## config.mk

```make
export PLATFORM = sky130hd
export DESIGN_NAME = shift_sequencer
export DESIGN_NICKNAME = d
export VERILOG_FILES = /design/src/rtl/shift_sequencer.sv
export SDC_FILE = /design/constraint.sdc
export NUM_CORES = 1
export LEC_CHECK = 0
export BUFFER_PORTS_ARGS = -buffer_cell sky130_fd_sc_hd__buf_2
export CORE_ASPECT_RATIO = 0.5
export CORE_UTILIZATION = 50
export CTS_CLUSTER_DIAMETER = 60
export DETAILED_ROUTE_END_ITERATION = 10
export PLACE_DENSITY_LB_ADDON = 0.2
export SLEW_MARGIN = 25
export SYNTH_ARGS = -nofsm -noshare
export SYNTH_HDL_FRONTEND = slang
export SYNTH_SLANG_ARGS = --single-unit
```

## constraint.sdc

```tcl
create_clock -name clk -period 5.6 [get_ports clk]
set_clock_uncertainty 0.1 [all_clocks]
set_input_delay 0 -clock clk [delete_from_list [all_inputs] [get_ports clk]]
set_output_delay 0 -clock clk [all_outputs]
set_load 0.05 [all_outputs]
```

## src/rtl/shift_sequencer.sv

```systemverilog
// Multi-cycle Val2 shifter for the EXE stage: accepts one request per handshake,
// applies the shift one bit (or one rotate-by-2) per cycle, and holds the result for the consumer.
module shift_sequencer #(
  parameter int REGISTER_LEN = 32,
  parameter int CNT_W        = 5
) (
  input  logic                    clk,
  input  logic                    rst,
  input  logic                    flush,
  input  logic                    req_valid,
  output logic                    req_ready,
  input  logic [REGISTER_LEN-1:0] Rm,
  input  logic [11:0]             shift_operand,
  input  logic                    immd,
  input  logic                    is_mem_command,
  output logic                    out_valid,
  input  logic                    out_ready,
  output logic [REGISTER_LEN-1:0] val2_out,
  output logic                    busy
);

  typedef enum logic [1:0] {
    IDLE  = 2'd0,
    SHIFT = 2'd1,
    DONE  = 2'd2
  } state_t;

  // The low two bits of the register encodings match shift_operand[6:5].
  typedef enum logic [2:0] {
    T_LSL  = 3'd0,
    T_LSR  = 3'd1,
    T_ASR  = 3'd2,
    T_ROR  = 3'd3,
    T_ROR2 = 3'd4
  } shift_t;

  state_t                  state_reg, state_next;
  shift_t                  type_reg, type_next;
  logic [CNT_W-1:0]        cnt_reg, cnt_next;
  logic [REGISTER_LEN-1:0] work_reg, work_next;
  logic [REGISTER_LEN-1:0] val2_reg, val2_next;

  logic                    accept;
  logic [REGISTER_LEN-1:0] load_work;
  shift_t                  load_type;
  logic [CNT_W-1:0]        load_cnt;

  logic [REGISTER_LEN-1:0] lsl_w, lsr_w, asr_w, ror_w, ror2_w;
  logic [REGISTER_LEN-1:0] step_w;

  assign accept = req_valid & req_ready;

  // Request decode. A register-specified amount (bit 4) degrades to an unshifted Rm.
  always_comb begin
    load_work = Rm;
    load_type = T_LSL;
    load_cnt  = '0;
    if (is_mem_command) begin
      load_work = REGISTER_LEN'(shift_operand);
    end else if (immd) begin
      load_work = REGISTER_LEN'(shift_operand[7:0]);
      load_type = T_ROR2;
      load_cnt  = CNT_W'(shift_operand[11:8]);
    end else if (!shift_operand[4]) begin
      load_type = shift_t'({1'b0, shift_operand[6:5]});
      load_cnt  = CNT_W'(shift_operand[11:7]);
    end
  end

  // Single-step candidates for every shift type, built bit by bit.
  genvar gi;
  generate
    for (gi = 0; gi < REGISTER_LEN; gi++) begin : g_step
      if (gi == 0) begin : g_lsb
        assign lsl_w[gi] = 1'b0;
      end else begin : g_mid
        assign lsl_w[gi] = work_reg[gi-1];
      end

      if (gi == REGISTER_LEN-1) begin : g_msb
        assign lsr_w[gi] = 1'b0;
        assign asr_w[gi] = work_reg[REGISTER_LEN-1];
      end else begin : g_low
        assign lsr_w[gi] = work_reg[gi+1];
        assign asr_w[gi] = work_reg[gi+1];
      end

      assign ror_w[gi]  = work_reg[(gi+1) % REGISTER_LEN];
      assign ror2_w[gi] = work_reg[(gi+2) % REGISTER_LEN];
    end
  endgenerate

  always_comb begin
    step_w = work_reg;
    case (type_reg)
      T_LSL:   step_w = lsl_w;
      T_LSR:   step_w = lsr_w;
      T_ASR:   step_w = asr_w;
      T_ROR:   step_w = ror_w;
      T_ROR2:  step_w = ror2_w;
      default: step_w = work_reg;
    endcase
  end

  // State register.
  always_ff @(posedge clk or posedge rst) begin
    if (rst) begin
      state_reg <= IDLE;
      type_reg  <= T_LSL;
      cnt_reg   <= '0;
      work_reg  <= '0;
      val2_reg  <= '0;
    end else begin
      state_reg <= state_next;
      type_reg  <= type_next;
      cnt_reg   <= cnt_next;
      work_reg  <= work_next;
      val2_reg  <= val2_next;
    end
  end

  // Next-state logic. flush overrides everything; accept already excludes flush.
  always_comb begin
    state_next = state_reg;
    type_next  = type_reg;
    cnt_next   = cnt_reg;
    work_next  = work_reg;
    val2_next  = val2_reg;
    if (flush) begin
      state_next = IDLE;
    end else begin
      case (state_reg)
        IDLE: begin
          state_next = IDLE;
        end
        SHIFT: begin
          work_next = step_w;
          cnt_next  = cnt_reg - CNT_W'(1);
          if (cnt_reg == CNT_W'(1)) begin
            state_next = DONE;
            val2_next  = step_w;
          end
        end
        DONE: begin
          if (out_ready) state_next = IDLE;
        end
        default: state_next = IDLE;
      endcase

      if (accept) begin
        work_next = load_work;
        type_next = load_type;
        cnt_next  = load_cnt;
        if (load_cnt == '0) begin
          state_next = DONE;
          val2_next  = load_work;
        end else begin
          state_next = SHIFT;
        end
      end
    end
  end

  // Outputs.
  always_comb begin
    req_ready = ~flush & ((state_reg == IDLE) | ((state_reg == DONE) & out_ready));
    out_valid = (state_reg == DONE);
    busy      = (state_reg == SHIFT) | ((state_reg == DONE) & ~out_ready);
    val2_out  = val2_reg;
  end

endmodule

```

-- Word-level counts from Yosys, hierarchy flattened
Cells that the tools add are included.
- magnitude comparators: 0
- bitwise logic cells: 8
- multiply operators: 0
- reductions and logical operators: 7
- $add $sub $neg: 1
- shift-type cells: 0
- muxes and demuxes: 23
- divide/modulo/power cells: 0
- equal/unequal tests: 9
- operators with widths (operator ; number):
    32-bit 2-to-1 mux ; 8
    32-bit case mux with 5 select lines ; 1
    5-bit 2-to-1 mux ; 5
    2-bit 2-to-1 mux ; 6
    3-bit by 2-bit == test with 1-bit output, second input constant ; 2
    3-bit 2-to-1 mux ; 2
    2-bit AND reduction ; 3
    5-bit by 1-bit == test with 1-bit output, second input constant ; 1
    5-bit logical NOT ; 1
    5-bit by 1-bit subtractor with 5-bit output, second input constant ; 1
    1-bit AND ; 4
    4-bit by 2-bit != test with 1-bit output, second input constant ; 1
    4-bit != test, second input constant ; 1
    2-bit case mux with 2 select lines ; 1
    3-bit by 1-bit == test with 1-bit output, second input constant ; 1
    3-bit == test, second input constant ; 1
    3-bit logical NOT ; 1
    2-bit by 1-bit == test with 1-bit output, second input constant ; 1
    2-bit == test, second input constant ; 1
    2-bit logical NOT ; 1
    1-bit NOT ; 2
    1-bit bitwise OR ; 2
    2-bit nonzero test ; 1
- RAM bits: 0
- latch bits: 0
- memory bits (read-only): 0
- bits of input ports: 51
- memories: 0
- output and inout port bits: 35
- flip-flop bits (word level): 74

-- Longest topological paths before layout
Gate-level depths: netlist of run 1.
- depth in word-level cells: 7
- mapped depth: 8
- depth with buffers taken out: 6

-- Worst setup path before layout of run 1
Ideal clock, no wire load.
- kind: flip-flop to flip-flop
- start: register state_reg[0]
- end: register state_reg[1]
- setup slack: 3.365 ns
- setup time: 0.071 ns
- data required time: 5.429 ns
- arrival: 2.064 ns
- cell stages (with the launch flop): 4
- cell sequence: dfrtp_1 -> nand2b_1 -> o21ai_0 -> o221a_1
- cells in the longest elaborated chain, start to end: 7
- elaborated cells between the ends (all ways): 13
- classes of those cells: 4 x eq/ne; 3 x mux; 4 x bitwise; 2 x reduce/logical
- RTL lines (item ; line ; text):
    start: declaration ; 37 ; state_t state_reg, state_next;
    start signal: assignment ; 114 ; state_reg <= state_next;
    2-bit == test ; 132, 166 ;
    1-bit AND ; 166 ; req_ready = ~flush & ((state_reg == IDLE) | ((state_reg == DONE) & out_ready));
    1-bit bitwise OR ; 166 ;
    1-bit AND ; 166 ;
    1-bit AND ; 51 ; assign accept = req_valid & req_ready;
    4-bit != test (no source line), or another cell as far along ; n/a ;
    2-bit AND reduction (no source line) / 2-bit 2-to-1 mux (equally long branches) ; n/a ;
Parallel ways exist; a longest one is shown, timed or not.
A chain may end at the register's enable or synchronous reset.

-- Final worst setup path of run 1
- start: register cnt_reg[1]
- end: register val2_reg[31] (netlist: val2_out[31])
- cells in the longest elaborated chain, start to end: 5
- RTL lines (item ; line ; text):
    start: declaration ; 39 ; logic [CNT_W-1:0] cnt_reg, cnt_next;
    start signal: assignment ; 116 ; cnt_reg <= cnt_next;
    5-bit by 1-bit == test with 1-bit output * ; 139 ; if (cnt_reg == CNT_W'(1)) begin
    32-bit 2-to-1 mux * ; 139 ;
    32-bit 2-to-1 mux * ; 132 ; case (state_reg)
    32-bit 2-to-1 mux ; 154 ; if (load_cnt == '0) begin
    32-bit 2-to-1 mux * ; 150 ; if (accept) begin
    end signal: assignment ; 118 ; val2_reg <= val2_next;
    end: declaration ; 41 ; logic [REGISTER_LEN-1:0] val2_reg, val2_next;
Every way passes the cells marked *; elsewhere a longest branch is shown, timed or not.

==> results of run 1 <==
-- final timing paths --
check,from,to,slack (ns),cells after the start
min in group asynchronous,rst,val2_out[13],0.28,4
max in group asynchronous,rst,type_reg[2],4.56,4
setup reg to reg,cnt_reg[1],val2_out[31],2.77,7
setup / recovery,cnt_reg[1],val2_out[31],2.77,7
hold reg to reg,cnt_reg[1],cnt_reg[1],0.44,2
hold / removal,Rm[3],work_reg[3],0.006,4
-- stage by stage --
step | worst slack (ns) | utilization [%] | instances | cell area (um^2) | total power [mW]
global placement | 2.85 | 55.5 | 670 | 5820 | 1.99
CTS | 2.81 | 61.4 | 714 | 6430 | 2.70
floorplan | 3.37 | - | 497 | 5540 | 1.77
global route | 2.58 | 61.5 | 714 | 6440 | 2.85
detailed placement | 2.81 | 55.5 | 670 | 5820 | 2.01
finish | 2.77 | 61.5 | 714 | 6440 | 2.71
-- kinds of logic (layout without fill, tap and decap cells) --
kind of cell / after synthesis / in the layout
mux: 53 / 53
buf+inv: 70 / 147
flops: 74 / 74
compound gates: 190 / 190
simple gates: 108 / 108
fa+ha+maj: 2 / 2
-- final cells by class --
cell class,count,area share [%]
Inverter,9,0.524
Clock buffer,12,4.14
Sequential cell,74,28.8
Tap cell,140,2.72
Multi-Input combinational cell,353,50.6
Timing Repair Buffer,122,12.1
Clock inverter,4,1.13
-- routing by layer --
metal  part of all wire, %  wire [um]  global-route usage (%)
met5                     0          0                       0
met1                    46       7380                    44.2
met4                  0.85        136                    6.40
met2                    44       7120                    44.2
met3                   8.9       1440                    8.44
-- cells in the mapped netlist, drive strengths merged (4+ instances only) --
| master | count |
|---|---|
| o21ai | 41 |
| nor4 | 13 |
| a22o | 6 |
| o22ai | 31 |
| a2111oi | 18 |
| dfrtp | 74 |
| a31oi | 4 |
| inv | 9 |
| mux2i | 12 |
| nand3 | 5 |
| nor3 | 34 |
| nor2 | 15 |
| nand2 | 20 |
| a2bb2oi | 10 |
| a311oi | 42 |
| mux2 | 11 |
| mux4 | 30 |
| buf | 45 |
| a21oi | 10 |
| nand2b | 5 |
| o31ai | 12 |
| clkbuf | 16 |
-- what timing repair did --
action	4_1_cts	5_1_grt
hold endpoints to repair	121	0
hold buffers	28	0
endpoints found under the setup margin	0	0
-- power by group through the flow --
stage / logic, mW / clock network [mW] / registers [mW]
global route: 1.21 / 0.691 / 0.953
finish: 1.12 / 0.662 / 0.928
detailed placement: 1.09 / 0 / 0.921
global placement: 1.07 / 0 / 0.912
CTS: 1.11 / 0.668 / 0.916
floorplan: 0.798 / 0 / 0.971
-- cell usage in the layout, fill, tap and decap left out, types with 3 or more instances in the layout --
cell type      count
buf_2             85
dfrtp_1           73
o22ai_1           31
mux4_2            30
dlygate4sd3_1     28
o21ai_0           26
a311oi_1          26
nor3_1            22
nand2_1           20
a311oi_2          16
o21ai_1           14
nor4_1            13
nor3_2            12
mux2i_1           12
a2111oi_1         12
nor2_1            11
a21oi_1           10
a2bb2oi_1         10
o31ai_2            9
clkbuf_16          9
buf_4              8
mux2_2             7
inv_1              6
a22o_1             6
nand2b_1           4
nand3_1            4
a2111oi_2          4
inv_2              3
o31ai_1            3
mux2_1             3
clkbuf_8           3
-- worst max-delay path: cells and delay by family (launching register included) --
family,cells,cell delay [ns]
buf+inv,2,0.51
compound gates,1,0.08
flops,1,0.38
fa+ha+maj,1,0.14
simple gates,3,1.50
==> reports/metrics.cfg, run 1 <==
[run_status]
status = completed

[clocking]
ctsResizeCount = 0
clock-root-buffer = clkbuf_16
clk_latency_ns = 0.34
cts.sinks = 74
clockBufferDepth = 2
htreeDepth = 3
clkTransAtPathRegs_ns = 0.06
cts_made_buffers = 9
postCtsSetupBuffers = 0
cts_tree = yes

[finish]
seq_area_um2 = 1860
syn_to_final_growth_pct = 16.2
multi_input_area_um2 = 3260
diodes = 0
final_layout_size_suffix_gt1_share_pct = 36.9
num-nets-final = 622
fillers = 861

[floorplanning]
core-area_um2 = 10500
die_y_um = 76.5
rows = 26
io_pins = 86
dieWidth_um = 151
dieArea_um2 = 11500
start_util_pct = 52.9

[logic_synthesis]
muxShareOfSynthArea_pct = 16.7
synthAdderAreaFrac_pct = 0.451
synth_area_um2 = 5540
synthArstFlopShare_pct = 100
syn-mean-instance-area_um2 = 11.2
synth-seq-area-share_pct = 33.4
synth_top_family_by_area = compound AO/OA/AOI/OAI gates
synthCells = 497
yosysWarnings = 0
ys_ff_latch = 74
synth_compound_area_share_pct = 29.5
synth_cell_types = 66
synth-edff-count = 0
synth_fp_nets = 550
yosysTopAreaCell = dfrtp_1
yosys.area_share.simple_pct = 12.1
ys.flop_type = dfrtp_1
synth_xor_area_share_pct = 0
yosysTopAreaCellShare_pct = 33.4
synthTopCellsByArea = dfrtp_1 (33%), mux4_2 (12%), a311oi_2 (4.3%), a311oi_1 (4.1%), o22ai_1 (3.5%)

[timing]
rsz0062_at_grt = no
hold_viol_final = 0
tightest_slew_ns = 1.04
slew_headroom_pct = 30.6
setup_viol = 0
fmax_mhz = 353
finalSetupTns_ns = 0
report.final.slew_viol_count = 0
period_minus_slack_ns = 2.83
period_share_pct = 50.6
hold_slack_ns = 0.00565

[setup_path]
cp.required_ns = 5.72
slowest_stage = and2_1
max_stage_delay_ns = 0.77
crit_path_start_kind = flip-flop
endpoint_kind = flip-flop
critical_path_class = flip-flop to flip-flop
arrival_ns = 2.95
crit_fanout = 18
path_cells = inv_1, ha_1, nor4b_2, and2_1, buf_4, a311oi_1, or3_1

[power_and_ir_drop]
vdd_drop_max_v = 0.000162
swShare_pct = 39.4
seqPwrFrac_pct = 34.3
p_leak_nw = 2.60
power.internal_mw = 1.64
comb_power_share_pct = 41.3
power_frac_clock_pct = 24.4
switchingPower_mw = 1.07
powerDensity_nw_per_um2 = 420

[detailed_routing]
via_per_inst = 6.88
wl_per_cell_um = 22.5
ant_nets = 0
drc = 0
routed-via-count = 4912
firstDrtPassIters = 5
drt-initial-drc-count = 499
finalWirelength_um = 16100

[grt]
overflow = 0
grt_pass1_wl_um = 26800
grt_start_max_net_pins = 75
antenna_found_initial = 0
grt_usage_pct = 30.2
grt_pass1_vias = 4915

[placement]
numPortBuffers = 85
gp_congestion = 0.841
dp_hpwl_um = 9760

[job]
cap_violations = 0

[hold_path]
hold_path_class = input pin to flip-flop

(Power assumes the default switching activity.)
==> inputs of run 2 (changes only) <==
clock period = 2.8 ns   (was 5.6 ns; I/O delays follow)
==> run 2 against run 1 <==
Wire length up 3.9%. Utilization increased by 0.18 points. Worst setup slack got worse by 2.2 ns. Design area rose by 0.29%. Non-clock buffer count increased by 10. Largest power group unchanged. Via count grew 2.4%. Hold slack got worse by 0.0031 ns.
==> reports/metrics.cfg, run 2 (synthesis gave the netlist of run 1 again) <==
[clocking]
htreeDepth = 3
cts_made_buffers = 9
clock-root-buffer = clkbuf_16
postCtsSetupBuffers = 0
cts_hold_buffers = 25
clk_latency_ns = 0.34
cts.sinks = 74
cts_tree = yes
ctsResizeCount = 0
clkTransAtPathRegs_ns = 0.06
clockBufferDepth = 2

[grt]
overflow = 0
grt_pass1_vias = 4862
grt_pass1_wl_um = 27200
grt_usage_pct = 30.7
grt_start_max_net_pins = 75
antenna_found_initial = 0

[detailed_routing]
ant_nets = 0
drt-initial-drc-count = 418
drc = 0
via_per_inst = 6.94
routed-via-count = 5028
firstDrtPassIters = 5
finalWirelength_um = 16700
wl_per_cell_um = 23.1

[power_and_ir_drop]
swShare_pct = 41.2
p_leak_nw = 2.63
seqPwrFrac_pct = 35.5
power_frac_clock_pct = 21.0
power.internal_mw = 3.07
switchingPower_mw = 2.15
comb_power_share_pct = 43.6
finalPower_mw = 5.21
powerDensity_nw_per_um2 = 807
vdd_drop_max_v = 0.000337

[floorplanning]
rows = 26
die_y_um = 76.5
core-area_um2 = 10500
io_pins = 86
dieWidth_um = 151
start_util_pct = 52.9
dieArea_um2 = 11500

[run_status]
status = completed

[timing]
tightest_slew_ns = 0.710
finalSetupTns_ns = 0
report.final.slew_viol_count = 0
period_share_pct = 78.3
setup_viol = 0
hold_slack_ns = 0.00256
layout_setup_ws_ns = 0.607
period_minus_slack_ns = 2.19
slew_headroom_pct = 52.7
fmax_mhz = 456
rsz0062_at_grt = no
hold_viol_final = 0

[job]
cap_violations = 0

[setup_path]
arrival_ns = 2.35
crit_path_start_kind = input pin
slowest_stage = a211oi_4
cp.required_ns = 2.95
max_stage_delay_ns = 0.56
path_cells = dlygate4sd3_1, buf_2, nor2b_2, a211oi_4, buf_4, a2111oi_1, nor3_1
crit_fanout = 23
critical_path_class = input pin to flip-flop
endpoint_kind = flip-flop

[finish]
final_layout_size_suffix_gt1_share_pct = 38.5
post-route-util_pct = 61.7
num-nets-final = 632
fillers = 892
diodes = 0
final_common_cell = buf_2
syn_to_final_growth_pct = 16.5
most-common-layout-cells = buf_2 (85), dfrtp_1 (73), o22ai_1 (31)

[placement]
gp_congestion = 0.837
numPortBuffers = 85
dp_hpwl_um = 10600
dp_slack_ns = 0.582

[hold_path]
hold_path_class = input pin to flip-flop

## run 2: cell count changes in the layout (fill, tap and decap cells not counted)
cell           change
dfrtp_4            -1
dlygate4sd3_1      -3
dfrtp_2            +1
buf_6              -1
clkbuf_8           -2
buf_12             +2
bufinv_16          -2
clkinv_2           +4
buf_4             +12
## run 2: through the flow
| step | area (um^2) | cells |
|---|---|---|
| after CTS | 6460 | 724 |
| final | 6460 | 724 |
| after floorplan | 5540 | 497 |
| after global placement | 5940 | 683 |
| after detailed placement | 5940 | 683 |
| after global routing | 6460 | 724 |
## run 2: layout make-up
type / instances / area [um^2] / share of cell area, %
Tap cell: 140 / 175 / 2.71
Multi-Input combinational cell: 353 / 3260 / 50.5
Timing Repair Buffer: 132 / 866 / 13.4
Clock inverter: 6 / 32.5 / 0.504
Clock buffer: 10 / 239 / 3.70
Inverter: 9 / 33.8 / 0.523
Sequential cell: 74 / 1850 / 28.7
## run 2: worst max-delay path: cells and delay by family
family	cells	cell delay (ns)
AO/OA/AOI/OAI	2	0.67
buffers and inverters	3	1.29
AND/OR/NAND/NOR	2	0.36
## run 2: metal layers
| layer | routed length [um] | GRT usage (%) |
|---|---|---|
| met4 | 120 | 7.50 |
| met5 | 0 | 0 |
| met2 | 7150 | 43.3 |
| met1 | 7840 | 46.9 |
| met3 | 1590 | 7.49 |
## run 2: path summary, 6_finish.rpt
kind / from / slack [ns] / depth (start not counted) / to
worst max-delay path: immd / 0.61 / 7 / val2_out[19]
worst min-delay path: Rm[3] / 0.003 / 4 / work_reg[3]
worst max register to register: type_reg[2] / 0.62 / 4 / work_reg[24]
worst min register to register: cnt_reg[1] / 0.43 / 2 / cnt_reg[1]
max in group asynchronous: rst / 2.05 / 4 / type_reg[2]
min in group asynchronous: rst / 0.19 / 4 / val2_out[18]
## run 2: power groups by stage
| stage | clock network, mW | registers (mW) | logic [mW] |
|---|---|---|---|
| 2_1_floorplan | 0 | 1.94 | 1.60 |
| 3_5_place_dp | 0 | 1.84 | 2.23 |
| 4_1_cts | 1.11 | 1.83 | 2.26 |
| 5_1_grt | 1.15 | 1.90 | 2.44 |
| 6_report | 1.09 | 1.85 | 2.27 |
| 3_3_place_gp | 0 | 1.83 | 2.19 |
==> inputs of run 3 (changes only) <==
clock period = 1.9 ns   (was 2.8 ns; I/O delays follow)
==> run 3 against run 2 <==
The flow now finishes with violations (hold timing). Hold slack worse by 0.0062 ns. Final cell count grew 2.3%. Wire length down 0.37%. Design area grew 5.3%. Clock-buffer cell count down 1. Die area stayed put. Critical path depth did not move. Sequential power grew 45%. Combinational power grew 58%. Utilization increased by 3.3 points. Global-route usage down 0.51 points. Worst setup slack got worse by 0.54 ns. Critical endpoint is now cnt_reg[4]. Highest routed layer unchanged.
==> reports/metrics.cfg, run 3 (synthesis gave the netlist of run 1 again) <==
[job]
cap_violations = 0

[finish]
most-common-layout-cells = buf_2 (85), dfrtp_1 (73), o22ai_1 (31)
final_area_um2 = 6800
final_common_cell = buf_2
syn_to_final_growth_pct = 22.7
diodes = 0
fin_cells = 741
post-route-util_pct = 64.9
final_layout_size_suffix_gt1_share_pct = 41.8
num-nets-final = 649

[floorplanning]
io_pins = 86
die_y_um = 76.5
start_util_pct = 52.9
dieArea_um2 = 11500
rows = 26
core-area_um2 = 10500
dieWidth_um = 151

[setup_path]
slowest_stage = dfrtp_1
cp.required_ns = 2.03
r2r-start = cnt_reg[1]
crit_path_start_kind = flip-flop
crit_path_frequent_cell = inv_2
critical_path_class = flip-flop to flip-flop
endpoint_kind = flip-flop
crit_fanout = 3
worst_path_dominant_cell_family = compound AO/OA/AOI/OAI gates
max_stage_delay_ns = 0.40
crit_path_start = cnt_reg[1]
path_cells = inv_2, buf_4, ha_1, inv_2, or3_4, a211o_1, a22o_1
arrival_ns = 1.97
critPathBufInv = 3

[power_and_ir_drop]
vdd_drop_max_v = 0.000526
p_leak_nw = 2.77
powerDensity_nw_per_um2 = 1200

[timing]
finalSetupTns_ns = 0
period_share_pct = 96.7
setup_viol = 0
period_minus_slack_ns = 1.84
tightest_slew_ns = 0.691
slew_headroom_pct = 53.8
hold_slack_ns = -0.00368
fmax_mhz = 544
hold_viol_final = 1
report.final.slew_viol_count = 0
layout_setup_ws_ns = 0.0627

[grt]
grt_usage_pct = 30.2
grt_pass1_wl_um = 26900
grt_pass1_vias = 5040
grt_start_max_net_pins = 46
overflow = 0
antenna_found_initial = 0

[clocking]
cts_tree = yes
htreeDepth = 3
clk_latency_ns = 0.34
clock-root-buffer = clkbuf_16
cts.sinks = 74
cts_made_buffers = 9
clockBufferDepth = 2
clkTransAtPathRegs_ns = 0.06

[run_status]
status = finished, violations left
violations = hold timing

[hold_path]
hold_path_class = input pin to flip-flop
min_from = shift_operand[2]

[placement]
dp_hpwl_um = 11300
placed_area_um2 = 6220
dp_slack_ns = 0.0232
gp_congestion = 0.849
numPortBuffers = 85
dp_cells = 702

[detailed_routing]
via_per_inst = 6.83
routed-via-count = 5058
wl_per_cell_um = 22.5
firstDrtPassIters = 5
drt-initial-drc-count = 533
ant_nets = 0
drc = 0
finalWirelength_um = 16600

run 3: cell count changes in the layout (fill, tap and decap cells not counted), sizes merged:
cell | previous run | this run
buf | 107 | 126
bufinv | 0 | 2
clkbuf | 10 | 9
clkinv | 5 | 3
clkinvlp | 1 | 3
inv | 9 | 8
dlygate4sd3 | 25 | 23
run 3: area by class of cell:
type,instances,area [um^2]
Clock buffer,9,225
Clock inverter,7,93.8
Fill cell,833,3670
Inverter,9,37.5
Multi-Input combinational cell,353,3290
Sequential cell,74,1850
Tap cell,140,175
Timing Repair Buffer,149,1130
run 3: routing by layer:
metal / part of all wire [%] / up-vias / track usage [%]
met2: 44 / 251 / 44.4
li1: - / 2250 / -
met5: 0 / - / 0
met4: 1.6 / 0 / 7.00
met1: 46 / 2527 / 44.1
met3: 8.2 / 30 / 8.26
run 3: final timing paths:
check	endpoint	slack [ns]	cells after the start
worst min register to register	work_reg[31]	0.49	1
worst max-delay path	cnt_reg[4]	0.06	7
worst min-delay path	work_reg[2]	-0.004	4
min in group asynchronous	val2_out[20]	0.21	3
worst max register to register	cnt_reg[4]	0.06	7
max in group asynchronous	type_reg[2]	0.92	4
run 3: worst min-delay path, delay by kind of cell:
kind / cells / cell delay, ns
AO/OA/AOI/OAI: 1 / 0.10
buffers and inverters: 1 / 0.07
multiplexers: 2 / 0.22
run 3: through the flow:
| stage | hold slack [ns] | power [mW] |
|---|---|---|
| finish | -0.00368 | 8.14 |
| global route | 0.0301 | 8.57 |
| CTS | 0.0000508 | 8.05 |
| detailed placement | 0.0230 | 6.12 |
| global placement | 0.0260 | 6.04 |
| floorplan | 0.0327 | 5.21 |
run 3: power breakdown:
| group | internal (mW) | switching, mW | leakage [nW] |
|---|---|---|---|
| clock | 1.15 | 0.715 | 0.151 |
| combinational | 1.68 | 1.92 | 1.67 |
| sequential | 2.07 | 0.614 | 0.952 |
run 3: timing repair:
item / 4_1_cts / 5_1_grt
endpoints found under the setup margin: 0 / 33
buffers inserted: 0 / 0
resized for setup: 0 / 8
hold buffers: 23 / 0
endpoints found under the hold margin: 65 / 0
